--- src/rtl/store_buffer.sv ---
// Posted-write store buffer: queues byte-enabled stores and drains them in order over a req/ack port.
// Optional SB_MERGE_EN: stores to the newest queued word coalesce into that entry.
module store_buffer #(
  parameter int DEPTH = 4,
  parameter int PTR_W = 2
) (
  input  logic        clk,
  input  logic        reset,
  input  logic        wr_valid,
  input  logic [31:0] wr_addr,
  input  logic [31:0] wr_data,
  input  logic [3:0]  wr_byteen,
  output logic        wr_ready,
  input  logic        ld_check,
  input  logic [31:0] ld_addr,
  output logic        ld_stall,
  output logic        mem_req,
  output logic [31:0] mem_addr,
  output logic [31:0] mem_wdata,
  output logic [3:0]  mem_byteen,
  input  logic        mem_ack,
  output logic        sb_empty
);

  typedef enum logic {S_IDLE, S_BUSY} state_e;

  localparam logic [PTR_W:0] FULL_CNT = (PTR_W+1)'(DEPTH);

  logic [29:0]      addr_q [DEPTH];
  logic [31:0]      data_q [DEPTH];
  logic [3:0]       be_q   [DEPTH];
  logic [PTR_W-1:0] head_q, tail_q;
  logic [PTR_W:0]   count_q, count_d;
  state_e           state_q, state_d;

  logic        mem_req_q, mem_req_d;
  logic [31:0] mem_addr_q, mem_addr_d;
  logic [31:0] mem_wdata_q, mem_wdata_d;
  logic [3:0]  mem_be_q, mem_be_d;

  logic push_hit, full, merge, alloc, issue;

  assign push_hit = wr_valid & (wr_byteen != 4'b0000);
  assign full     = (count_q == FULL_CNT);

`ifdef SB_MERGE_EN
  logic [PTR_W-1:0] tail_m1;
  assign tail_m1 = tail_q - 1'b1;
  // Do not merge into an entry that is being popped into the mem registers on this edge.
  assign merge = push_hit && (count_q != '0) && (addr_q[tail_m1] == wr_addr[31:2]) &&
                 !(issue && count_q == (PTR_W+1)'(1));
`else
  assign merge = 1'b0;
`endif

  assign wr_ready = ~full | merge;
  assign alloc    = push_hit & ~full & ~merge;
  assign count_d  = count_q + (PTR_W+1)'(alloc) - (PTR_W+1)'(issue);

  // FSM: state register
  always_ff @(posedge clk) begin
    if (reset) state_q <= S_IDLE;
    else       state_q <= state_d;
  end

  // FSM: next state
  always_comb begin
    state_d = state_q;
    case (state_q)
      S_IDLE: if (count_q != '0) state_d = S_BUSY;
      S_BUSY: if (mem_ack && count_q == '0) state_d = S_IDLE;
      default: state_d = S_IDLE;
    endcase
  end

  // FSM: issue decision and next values of the registered memory port
  always_comb begin
    issue       = 1'b0;
    mem_req_d   = mem_req_q;
    mem_addr_d  = mem_addr_q;
    mem_wdata_d = mem_wdata_q;
    mem_be_d    = mem_be_q;
    case (state_q)
      S_IDLE: issue = (count_q != '0);
      S_BUSY: begin
        if (mem_ack) begin
          issue = (count_q != '0);
          if (count_q == '0) mem_req_d = 1'b0;
        end
      end
      default: ;
    endcase
    if (issue) begin
      mem_req_d   = 1'b1;
      mem_addr_d  = {addr_q[head_q], 2'b00};
      mem_wdata_d = data_q[head_q];
      mem_be_d    = be_q[head_q];
    end
  end

  always_ff @(posedge clk) begin
    if (reset) begin
      head_q      <= '0;
      tail_q      <= '0;
      count_q     <= '0;
      mem_req_q   <= 1'b0;
      mem_addr_q  <= '0;
      mem_wdata_q <= '0;
      mem_be_q    <= '0;
    end else begin
      count_q     <= count_d;
      mem_req_q   <= mem_req_d;
      mem_addr_q  <= mem_addr_d;
      mem_wdata_q <= mem_wdata_d;
      mem_be_q    <= mem_be_d;
      if (alloc) tail_q <= tail_q + 1'b1;
      if (issue) head_q <= head_q + 1'b1;
    end
  end

  // Entry payload carries no reset; validity is tracked by head/count alone.
  always_ff @(posedge clk) begin
    if (alloc) begin
      addr_q[tail_q] <= wr_addr[31:2];
      data_q[tail_q] <= wr_data;
      be_q[tail_q]   <= wr_byteen;
    end
`ifdef SB_MERGE_EN
    else if (merge) begin
      for (int b = 0; b < 4; b++)
        if (wr_byteen[b]) data_q[tail_m1][8*b +: 8] <= wr_data[8*b +: 8];
      be_q[tail_m1] <= be_q[tail_m1] | wr_byteen;
    end
`endif
  end

  always_comb begin
    logic [PTR_W-1:0] off;
    logic             hit;
    hit = mem_req_q && (mem_addr_q[31:2] == ld_addr[31:2]);
    for (int i = 0; i < DEPTH; i++) begin
      off = PTR_W'(i) - head_q;
      if (({1'b0, off} < count_q) && (addr_q[i] == ld_addr[31:2])) hit = 1'b1;
    end
    ld_stall = ld_check & hit;
  end

  assign mem_req    = mem_req_q;
  assign mem_addr   = mem_addr_q;
  assign mem_wdata  = mem_wdata_q;
  assign mem_byteen = mem_be_q;
  assign sb_empty   = (count_q == '0) & ~mem_req_q;

endmodule

--- config.mk ---
export PLATFORM = sky130hd
export DESIGN_NAME = store_buffer
export DESIGN_NICKNAME = d
export VERILOG_FILES = /design/src/rtl/store_buffer.sv
export SDC_FILE = /design/constraint.sdc
export NUM_CORES = 1
export LEC_CHECK = 0
export CORE_MARGIN = 2
export CORE_UTILIZATION = 45
export CTS_CLUSTER_DIAMETER = 120
export DETAILED_ROUTE_END_ITERATION = 7
export PLACE_DENSITY = 0.67
export SETUP_SLACK_MARGIN = 0.02
export SYNTH_ARGS = -nofsm -noshare
export SYNTH_HDL_FRONTEND = slang
export SYNTH_SLANG_ARGS = --single-unit
--- constraint.sdc ---
create_clock -name clk -period 3.3 [get_ports clk]
set_input_delay 0.495 -clock clk [delete_from_list [all_inputs] [get_ports clk]]
set_output_delay 0.495 -clock clk [all_outputs]
set_load 0.02 [all_outputs]
* Word-level counts from Yosys, hierarchy flattened
Memories as Yosys holds them, arrays and structs flattened. A register that Yosys moved wholly into a read port is not among the register bits.
Cells that the tools add are included.
** Operators by class
- Add/sub/neg operators :: 8
- Equal/unequal tests :: 6
- Mux-type cells :: 15
- Order comparisons :: 4
- Reduce and logical (&&, ||, !) cells :: 13
- Bitwise operators :: 7
** Operator list (number)
- 30-bit equality test :: 5
- 1-bit two-way mux :: 13
- 2-bit by 3-bit less-than comparator with 1-bit output :: 4
- 1-bit logical AND :: 6
- 2-bit nonzero test :: 3
- 2-bit by 1-bit adder with 2-bit output (second input constant) :: 2
- 1-bit bitwise AND :: 4
- 1-bit case mux with 2 select lines :: 2
- 4-bit nonzero test :: 1
- 1-bit by 2-bit subtractor with 2-bit output (first input constant) :: 2
- 2-bit subtractor (first input constant) :: 2
- 3-bit by 1-bit adder with 3-bit output :: 1
- 3-bit equality test (second input constant) :: 1
- 3-bit logical NOT :: 1
- 1-bit NOT :: 3
- 3-bit AND reduction :: 1
- 3-bit nonzero test :: 1
- 3-bit by 1-bit subtractor with 3-bit output :: 1
** Storage, ports and cells
- Memory bits (writable) :: 264
- Output and inout port bits :: 72
- Input bits :: 105
- Flip-flop bits (word level) :: 9
- Logic and storage cells :: 61
- Memories kept :: 3
** Memory list
- data_q :: words 4, bits a word 32, read ports 1, clocked after memory_dff 1, write ports 1, RTL line 30 : logic [31:0] data_q [DEPTH];
- addr_q :: words 4, bits a word 30, read ports 5, clocked after memory_dff 1, write ports 1, RTL line 29 : logic [29:0] addr_q [DEPTH];
- be_q :: words 4, bits a word 4, read ports 1, clocked after memory_dff 1, write ports 1, RTL line 31 : logic [3:0] be_q [DEPTH];

* Logic depth before layout (Yosys ltp)
Gate-level depths: netlist of run 1.
- Word-level depth :: 8
- Depth in mapped cells :: 11
- Depth with buffers taken out :: 9

* Worst setup path after synthesis of run 1
No wires, ideal clock.
- Path kind :: input-to-reg
- From :: input wr_byteen[1]
- To :: memory addr_q[1][0], enable pin
- Data required time :: 2.869 ns
- Setup time :: 0.431 ns
- Path slack :: 0.349 ns
- Arrival :: 2.520 ns
- Path buffers :: 0
- Cell stages on the path :: 3
- Cells stage by stage :: o41ai_1 > a21oi_1 > and2_1
** Between the ends
- Word-level cells in the longest chain between the ends :: 5
** RTL lines
- from (decl) :: RTL line 12 : input logic [3:0] wr_byteen,
- 4-bit nonzero test :: RTL line 43 : assign push_hit = wr_valid & (wr_byteen != 4'b0000);
- 1-bit bitwise AND :: RTL line 43
- 1-bit bitwise AND :: RTL line 57 : assign alloc = push_hit & ~full & ~merge;
- 1-bit two-way mux :: RTL line 123 : if (alloc) begin
- 1-bit two-way mux (implied by the code) :: RTL line 124 : addr_q[tail_q] <= wr_addr[31:2];
- to (decl) :: RTL line 29
No other way between the ends.

* Final worst setup path of run 1
- From :: input ld_addr[24]
- To :: output ld_stall
** Between the ends
- Word-level cells in the longest chain between the ends :: 7
** RTL lines
- from (decl) :: RTL line 15 : input logic [31:0] ld_addr,
- 30-bit equality test, on equally long branches :: RTL line 140, 143
- 1-bit logical AND, on equally long branches :: RTL line 140, 143
- 1-bit two-way mux (3 in a row) :: RTL line 143 : if (({1'b0, off} < count_q) && (addr_q[i] == ld_addr[31:2])) hit = 1'b1;
- 1-bit two-way mux (*) :: RTL line 143
- 1-bit bitwise AND (*) :: RTL line 145 : ld_stall = ld_check & hit;
- to (decl) :: RTL line 16 : output logic ld_stall,
Every way passes the cells marked *; elsewhere a longest branch is shown, timed or not.

==> key figures, run 1 <==
Floorplan
  – IO Count: between 150 and 200
  – Die footprint: 0.0331 mm2
  – Initial core utilization: 45.5%
  – Rows: 65
  – Core area: about 0.031 mm2
  – DIE WIDTH: 182 um
  – Die height: 182 um

Synthesis
  – Synthesized flop and latch total: 339
  – Post-Syn Area: approximately 0.014 mm2
  – Syn. warnings: 0
  – Post-synthesis cell type count: 32
  – Yosys top cell area share: 55.7%
  – Yosys top cell by area: edfxtp_1
  – Asr flop ratio synth: 0%
  – Main synth FF type: edfxtp_1
  – Cells after Synth: 938
  – Count leader, synth: edfxtp_1
  – Post-synthesis sequential area ratio: 66.2%
  – EDFF count, synth: 264
  – Synth area leaders: edfxtp_1 (56%), dfxtp_1 (11%), mux4_2 (10%), xor2_1 (6.7%), nand2_1 (3.6%)
  – Mean Syn Cell Area: 15.2 um2
  – Post-synth top cells: edfxtp_1 (264), nand2_1 (135), xor2_1 (109)

Critical path
  – CP max stage cell: clkdlybuf4s50_1
  – Critical Path Source Type: input port
  – Critical path's largest stage delay: 0.50 ns
  – CP Max Fanout: 4
  – Worst EP arrival: 2.69 ns
  – CP Class: input port to output port
  – Worst setup EP type: output port
  – CP cell instances: clkdlybuf4s50_1 -> xor2_1 -> nor4_2 -> nand4_1 -> nor4_2 -> nand4_1 -> a41oi_2 -> buf_2
  – Data required, critical path: 2.80 ns

Place
  – HPWL Detailed: 24000 um
  – GPL Wtd Cong: 0.874
  – Port Buffer Count: 170
  – Dpl cells: roughly 1500

Final layout
  – Nets: 1278
  – Area Overhead vs Synth: 26.7%
  – Non-Filler Instances: 1594
  – Fill count: approximately 2500
  – Ratio of cells with drive above 1 in the final layout: between 10% and 20%

Timing
  – Max-slew violations: 0
  – RSZ-0062 raised after global routing: no
  – Least-Margin Pin Slew: 0.987 ns
  – Fmax: 0.314 GHz
  – Setup_tns: 0 ns
  – Normalized max-slew margin: 34.2%
  – Period utilization: 96.5%
  – Fin. Hold Viols: 0
  – Tmin final: 3.19 ns
  – Clk_skew: 0.0144 ns
  – Setup Viol. Count Final: 0

Clock network
  – Clk root buf: clkbuf_16
  – Clock Sinks: 339
  – H-tree levels: 2
  – TritonCTS Buffers: 37
  – Clk_lat worst skew: 0.53 ns
  – Postcts setup bufs: 0
  – CTS tree: done
  – Clk buf depth: 3
  – Clock transition at path regs: 0.06 ns

Drt
  – Post-route ant nets: 0
  – Wire length on met3: 3250 um
  – DR pass1 iterations: 5
  – Total wire length: about 36000 um
  – Max Used Layer: met5
  – DR WL/cell: 22.4 um
  – Via Count: 8626
  – Initial drt markers: 742
  – DR WL met2: 16600 um
  – Vias per cell: 5.41
  – Metal-1 WL: 15100 um
  – Residual DRC: 0

Pwr
  – Power Dens Cells: 793 mW/mm2
  – Leakage: 0.00619 uW
  – Max VDD drop: 0.507 mV
  – Total Power: 14300 uW

Global route
  – First-pass GRT wire length: roughly 53000 um
  – Tot GR Track Use: between 20% and 30%
  – Grt total ovfl: 0
  – Initial antenna violation count: 4
  – Vias in the first global route: 8594
  – Largest net degree at the start of global routing: 70

Flow run
  – Max_cap viols: 0

Run status
  – Outcome: finished, final reports clean

Worst hold path
  – Hold crit path type: register to register
## timing repair
item | 4_1_cts | 5_1_grt
endpoints found under the setup margin | 1 | 1
gates resized for setup | 4 | 8
pin swaps | 0 | 3
hold buffers | 0 | 0
## where the power goes
| part | total (uW) | switching, uW | leakage (uW) | internal [uW] |
|---|---|---|---|---|
| Clock | 4080 | 1680 | 0.000613 | 2390 |
| Combinational | 4470 | 2480 | 0.00255 | 2000 |
| Sequential | 5750 | 409 | 0.00303 | 5340 |
| Total | 14300 | 4570 | 0.00619 | 9730 |
## layout by cell type, fill, tap and decap left out, types with 2 or more instances in the layout
cell type,n
clkbuf_16,37
mux4_2,66
nor4_2,5
clkbuf_8,7
nand4_1,19
buf_4,77
conb_1,2
inv_1,9
dfxtp_4,2
a31oi_1,2
and2_4,4
clkbuf_1,3
dlymetal6s2s_1,2
buf_12,8
nand2_1,135
nor4_1,25
clkinv_4,2
clkdlybuf4s50_1,166
a21oi_1,72
xor2_1,109
bufinv_16,2
nor2_1,8
clkinv_8,2
buf_2,2
xnor2_1,47
dfxtp_1,73
clkinv_2,12
ha_1,10
inv_2,2
edfxtp_1,264
nor2b_1,2
nand2b_1,2
## routing by layer
metal	vias up	track usage, %
met5	-	0
met1	4326	29.9
met2	344	34.1
li1	3894	-
met3	58	6.08
met4	4	6.10
## critical path: cells and delay by family
| kind | cells | cell delay, ns |
|---|---|---|
| AOI/OAI and AO/OA | 1 | 0.23 |
| xor gates and xnor gates | 1 | 0.20 |
| buffers and inverters | 2 | 0.70 |
| and+or+nand+nor | 4 | 1.06 |
## worst paths after layout
kind | startpoint | end | slack, ns | depth (start not counted)
setup / recovery | ld_addr[24] | ld_stall | 0.11 | 8
hold / removal | mem_wdata[31] | mem_wdata[31] | 0.45 | 2
setup reg to reg | head_q[0] | mem_addr[8] | 0.55 | 6
hold reg to reg | mem_wdata[31] | mem_wdata[31] | 0.45 | 2
## through the flow
step	setup WS [ns]	hold WS (ns)	util, %	area (um2)
after floorplan	0.349	0.431	-	14200
after global placement	-0.295	0.439	53.6	16800
after detailed placement	-0.302	0.449	53.6	16800
after CTS	0.0561	0.457	57.5	18000
after global routing	0.0261	0.476	57.6	18000
final	0.114	0.454	57.6	18000
## flip-flops by register name, summed over array words and instances (netlist names)
signal,flops
addr_q,120
mem_byteen,4
head_q,2
mem_addr,30
mem_req,1
data_q,128
count_q,3
state_q,1
be_q,16
tail_q,2
mem_wdata,32
## area by class of cell
cell class	count	area (um2)	area share [%]
flip-flops and latches	339	9440	52.3
multi-input cells	518	4390	24.3
repair buffers	255	2430	13.5
clock buffers	47	1030	5.73
well taps	402	503	2.79
clock inverters	21	190	1.05
inverters	11	41.3	0.229
diodes	1	2.50	0.0139
## cells by family after synthesis
kind of cell    after synthesis  synth area share [%]
mux                          67                  10.5
xor+xnor                    156                  9.60
flops                       339                  66.2
compound gates               79                  2.95
buf+inv                      82                  3.24
fa+ha+maj                    11                  1.02
other cells                   1                0.0263
simple gates                203                  6.40
No activity file was read; power rests on OpenSTA's default activity.
==> inputs of run 2 (changes only) <==
Settings changed: CORE_MARGIN 2 to not set.
==> key figures, run 2 (same netlist as run 1, synthesis figures left out) <==
Critical path
  – CP max stage cell: clkdlybuf4s50_1
  – CP Max Fanout: 3 (-1)
  – WP buf/inv: 3 (+1)
  – Cell family with most CP delay: buffers and inverters
  – Critical path's largest stage delay: 0.50 ns (about the same)
  – CP cell instances: clkdlybuf4s50_1 -> buf_4 -> xor2_1 -> nor4_1 -> nand4_1 -> nor4_1 -> nand4_1 -> a41oi_2 -> clkbuf_2
  – Data required, critical path: 2.80 ns (about the same)
  – Worst EP arrival: 2.59 ns (-0.10 ns)
  – Worst setup EP type: output port
  – CP Class: input port to output port
  – Critical Path Source Type: input port

Place
  – HPWL Detailed: 23000 um (-3.9%)
  – Area of placed instances: 0.0167 mm2 (-0.45%)
  – Port Buffer Count: 170 (unchanged)
  – GPL Wtd Cong: 0.892 (+2.0%)

Timing
  – Setup Viol. Count Final: 0 (unchanged)
  – Fin Hold WS: 0.345 ns (-0.109 ns)
  – RSZ-0062 raised after global routing: no
  – Fmax: 0.324 GHz (+3.3%)
  – Max-slew violations: 0 (unchanged)
  – Tmin final: 3.08 ns (-0.102 ns)
  – Normalized max-slew margin: 36.1% (+1.9 points)
  – Least-Margin Pin Slew: 0.959 ns (-0.0281 ns)
  – Period utilization: 93.5% (-3.1 points)
  – Fin. Hold Viols: 0 (unchanged)
  – Clk_skew: 0.0108 ns (-0.00359 ns)

Final layout
  – Top reg by flops: data_q
  – Max FFs per register: 128 (unchanged)
  – Most frequent cells in the layout: edfxtp_1 (264), clkdlybuf4s50_1 (168), nand2_1 (135)
  – Most common cell after layout, fill and taps aside: edfxtp_1
  – Nets: 1268 (-0.78%)
  – Fill count: 2421 (-1.9%)
  – Area Overhead vs Synth: 25.5%
  – Final cell area excluding filler cells: 0.0179 mm2 (-0.95%)
  – Ratio of cells with drive above 1 in the final layout: 17.6% (-1.9 points)

Clock network
  – Clock transition at path regs: 0.06 ns (about the same)
  – H-tree levels: 2 (unchanged)
  – CTS tree: done
  – Clk root buf: clkbuf_16
  – TritonCTS Buffers: 36 (-2.7%)
  – Clock Sinks: 339 (unchanged)
  – # hold bufs at CTS: 0 (unchanged)
  – Clk buf depth: 3 (unchanged)
  – Postcts setup bufs: 0 (unchanged)
  – Clk_lat worst skew: 0.51 ns (-0.02 ns)

Pwr
  – Max VDD drop: 0.596 mV (+18%)
  – Power Dens Cells: 790 mW/mm2 (-0.33%)
  – Leakage: 0.00609 uW (-1.6%)

Worst hold path
  – Hold crit path type: input port to register

Run status
  – Outcome: finished with violations
  – Failing checks: design-rule violations

Drt
  – Initial drt markers: 620 (-16%)
  – Post-route ant nets: 0 (unchanged)
  – DR pass1 iterations: 6 (+1)
  – Total wire length: 35000 um (-1.9%)
  – DR WL/cell: 22.2 um (-0.83%)
  – Residual DRC: 20 (+20)
  – Via Count: 8374 (-2.9%)
  – Vias per cell: 5.31 (-1.9%)

Floorplan
  – DIE WIDTH: 180 um (-1.1%)
  – Die footprint: 0.0323 mm2 (-2.2%)
  – IO Count: 177 (unchanged)
  – Initial core utilization: 46.2% (+0.71 points)
  – Rows: 64 (-1.5%)
  – Core area: 0.0308 mm2 (-1.5%)
  – Die height: 180 um (-1.1%)

Global route
  – Vias in the first global route: 8513 (-0.94%)
  – Initial antenna violation count: 3 (-1)
  – Tot GR Track Use: 21.9% (+0.16 points)
  – Largest net degree at the start of global routing: 70 (unchanged)
  – Grt total ovfl: 0 (unchanged)
  – First-pass GRT wire length: 52400 um (-1.2%)

Flow run
  – Max_cap viols: 0 (unchanged)
## run 2: changes by cell type in the layout (fill, tap and decap cells not counted), sizes merged
| cell | before | now |
|---|---|---|
| clkbuf | 47 | 50 |
| buf | 87 | 77 |
| inv | 12 | 13 |
| clkinv | 17 | 13 |
| clkinvlp | 1 | 0 |
| dlymetal6s2s | 2 | 0 |
| clkdlybuf4s50 | 166 | 168 |
## run 2: cell type report
| type | instances | area [um2] | area share [%] |
|---|---|---|---|
| multi-input cells | 518 | 4370 | 24.4 |
| flip-flops and latches | 339 | 9440 | 52.8 |
| clock inverters | 17 | 136 | 0.764 |
| clock buffers | 49 | 1020 | 5.72 |
| well taps | 396 | 495 | 2.77 |
| diodes | 1 | 2.50 | 0.0140 |
| inverters | 11 | 41.3 | 0.231 |
| repair buffers | 246 | 2360 | 13.2 |
## run 2: what timing repair did
action | in CTS | in global routing
gates resized for setup | 2 | 2
gates cloned | 0 | 0
endpoints found under the setup margin | 1 | 1
## run 2: stage by stage
| step | utilization, % | setup slack (ns) | power (uW) | std cells | setup TNS, ns |
|---|---|---|---|---|---|
| 2_1_floorplan | - | 0.349 | 8490 | 939 | 0 |
| 3_3_place_gp | 54.2 | -0.332 | 10300 | 1510 | -0.332 |
| 3_5_place_dp | 54.2 | -0.260 | 10300 | 1510 | -0.260 |
| 4_1_cts | 57.9 | 0.0216 | 14300 | 1576 | 0 |
| 5_1_grt | 57.9 | 0.0452 | 14800 | 1576 | 0 |
| 6_report | 57.9 | 0.216 | 14100 | 1577 | 0 |
## run 2: final timing paths
path	startpoint	endpoint	slack, ns	depth (start not counted)
max	ld_addr[24]	ld_stall	0.22	9
min	reset	mem_addr[14]	0.35	2
max reg2reg	head_q[0]	mem_byteen[2]	0.52	6
min reg2reg	mem_wdata[9]	mem_wdata[9]	0.45	2
## run 2: power by group
group	leakage [uW]	total (uW)	internal (uW)	switching, uW
registers	0.00303	5740	5340	399
logic	0.00248	4450	1980	2470
clock network	0.000577	3930	2330	1600
## run 2: per-layer routing
layer	track usage, %	vias up	routed length [um]
met5	0	-	25
met4	6.72	4	800
met3	6.16	52	3090
met2	34.0	298	16100
met1	29.9	4156	15000
li1	-	3864	-
==> inputs of run 3 (changes only) <==
Settings changed: CTS_BUF_LIST set to sky130_fd_sc_hd__clkbuf_16, PLACE_DENSITY 0.67 to 0.69.
==> key figures, run 3 (same netlist as run 1, synthesis figures left out) <==
Run status
  – Outcome: finished with violations
  – Failing checks: design-rule violations

Floorplan
  – Core area: 0.0308 mm2 (unchanged)
  – DIE WIDTH: 180 um (unchanged)
  – Die footprint: 0.0323 mm2 (unchanged)
  – Die height: 180 um (unchanged)
  – Initial core utilization: 46.2% (unchanged)
  – Rows: 64 (unchanged)
  – IO Count: 177 (unchanged)

Drt
  – Vias per cell: 5.37 (+1.1%)
  – Post-route ant nets: 0 (unchanged)
  – Initial drt markers: 670 (+8.1%)
  – Residual DRC: 24 (+20%)
  – DR pass1 iterations: 8 (+2)
  – Total wire length: 35100 um (+0.10%)
  – DR WL/cell: 22.1 um (-0.47%)
  – Via Count: 8513 (+1.7%)

Final layout
  – Top reg by flops: data_q
  – Ratio of cells with drive above 1 in the final layout: 17.4% (-0.26 points)
  – Most frequent cells in the layout: edfxtp_1 (264), clkdlybuf4s50_1 (167), nand2_1 (135)
  – Most common cell after layout, fill and taps aside: edfxtp_1
  – Area Overhead vs Synth: 25.6%
  – Max FFs per register: 128 (unchanged)
  – Nets: 1273 (+0.39%)

Critical path
  – Critical Path Source Type: register
  – Worst setup EP type: output port
  – Critical path's largest stage delay: 0.40 ns (-0.10 ns)
  – CP cell instances: xor2_1 -> nor4_2 -> buf_4 -> nand4_1 -> nor4_2 -> nand4_1 -> a41oi_2 -> buf_4
  – Cell family with most CP delay: simple AND/OR/NAND/NOR gates
  – Data required, critical path: 2.80 ns (about the same)
  – CP Max Fanout: 2 (-1)
  – Worst EP arrival: 2.67 ns (+0.08 ns)
  – WP buf/inv: 2 (-1)
  – CP max stage cell: edfxtp_1
  – CP Class: register to output port

Timing
  – Max-slew violations: 0 (unchanged)
  – Period utilization: 96.0% (+2.6 points)
  – Normalized max-slew margin: 38.1% (+2.0 points)
  – Setup Viol. Count Final: 0 (unchanged)
  – Least-Margin Pin Slew: 0.929 ns (-0.0302 ns)
  – Tmin final: 3.17 ns (+0.0845 ns)
  – Setup_tns: 0 ns (unchanged)
  – Clk_skew: 0.0279 ns (+0.0171 ns)
  – RSZ-0062 raised after global routing: no
  – Fmax: 0.316 GHz (-2.7%)
  – Final worst slack: 0.131 ns (-0.0845 ns)
  – Fin Hold WS: 0.452 ns (+0.106 ns)
  – Fin. Hold Viols: 0 (unchanged)

Place
  – GPL Wtd Cong: 0.916 (+2.7%)
  – HPWL Detailed: 23400 um (+1.8%)
  – Port Buffer Count: 170 (unchanged)
  – Pre-CTS WS: -0.262 ns (-0.00224 ns)

Global route
  – Initial antenna violation count: 4 (+1)
  – First-pass GRT wire length: 53000 um (+1.1%)
  – Vias in the first global route: 8770 (+3.0%)
  – Tot GR Track Use: 22.1% (+0.20 points)
  – Largest net degree at the start of global routing: 70 (unchanged)
  – Grt total ovfl: 0 (unchanged)

Clock network
  – Clk root buf: clkbuf_16
  – Postcts setup bufs: 0 (unchanged)
  – TritonCTS Buffers: 38 (+5.6%)
  – # hold bufs at CTS: 0 (unchanged)
  – Clock Sinks: 339 (unchanged)
  – Clk_lat worst skew: 0.53 ns (+0.02 ns)
  – CTS tree: done
  – H-tree levels: 2 (unchanged)
  – Clock transition at path regs: 0.06 ns (about the same)
  – Clk buf depth: 3 (unchanged)

Pwr
  – Total Power: 14000 uW (-0.76%)
  – Power Dens Cells: 783 mW/mm2 (-0.87%)
  – Leakage: 0.00615 uW (+0.91%)
  – Max VDD drop: 0.667 mV (+12%)

Worst hold path
  – Hold crit path type: register to register

Flow run
  – Max_cap viols: 0 (unchanged)
run 3: cell count changes in the layout (fill, tap and decap cells not counted), sizes merged, moves of 2 or more:
| cell | change |
|---|---|
| clkinv | -2 |
| inv | +15 |
| buf | +4 |
| diode | +3 |
| clkbuf | -11 |
run 3: final cells by class:
type                       count  area, um2
antenna                        4       10.0
clock buffer                  39        976
clock inverter                30        159
fill                        2407      12900
inverter                      11       41.3
multi-input combinational    518       4380
sequential                   339       9440
tap                          396        495
timing repair buffer         249       2380
run 3: per-stage QoR:
stage	cells	util, %	instance area (um2)
final	1586	58.0	17900
after global routing	1583	58.0	17900
after CTS	1582	57.9	17900
after detailed placement	1513	54.2	16700
after global placement	1513	54.2	16700
after floorplan	939	-	14200
run 3: repair_timing:
item | in CTS | in global routing
gates resized for setup | 4 | 6
setup endpoints to repair | 1 | 1
pin swaps | 0 | 3
run 3: power by group:
part	internal, uW	total [uW]	switching [uW]
logic	1970	4430	2460
registers	5340	5750	406
clock network	2210	3820	1610
total	9530	14000	4480
run 3: final timing paths:
check	startpoint	to	slack [ns]	cells past startpoint
setup / recovery	addr_q[0][12]	ld_stall	0.13	8
hold / removal	mem_wdata[19]	mem_wdata[19]	0.45	2
setup reg to reg	head_q[0]	mem_wdata[27]	0.54	6
hold reg to reg	mem_wdata[19]	mem_wdata[19]	0.45	2
run 3: worst register-to-register path, cell delays in order (launching register included):
cell     delay (ns)
dfxtp_4        0.34
buf_4          0.23
buf_4          0.61
buf_4          0.64
mux4_2         0.60
nand2_1        0.10
a21oi_1        0.08
run 3: metal layers:
layer  vias to the layer above  wire length (um)  track usage (%)
met3                        56              3010             5.47
met4                         4               727             5.79
li1                       3898                 -                -
met5                         -                23                0
met1                      4234             15100             30.4
met2                       321             16200             35.1
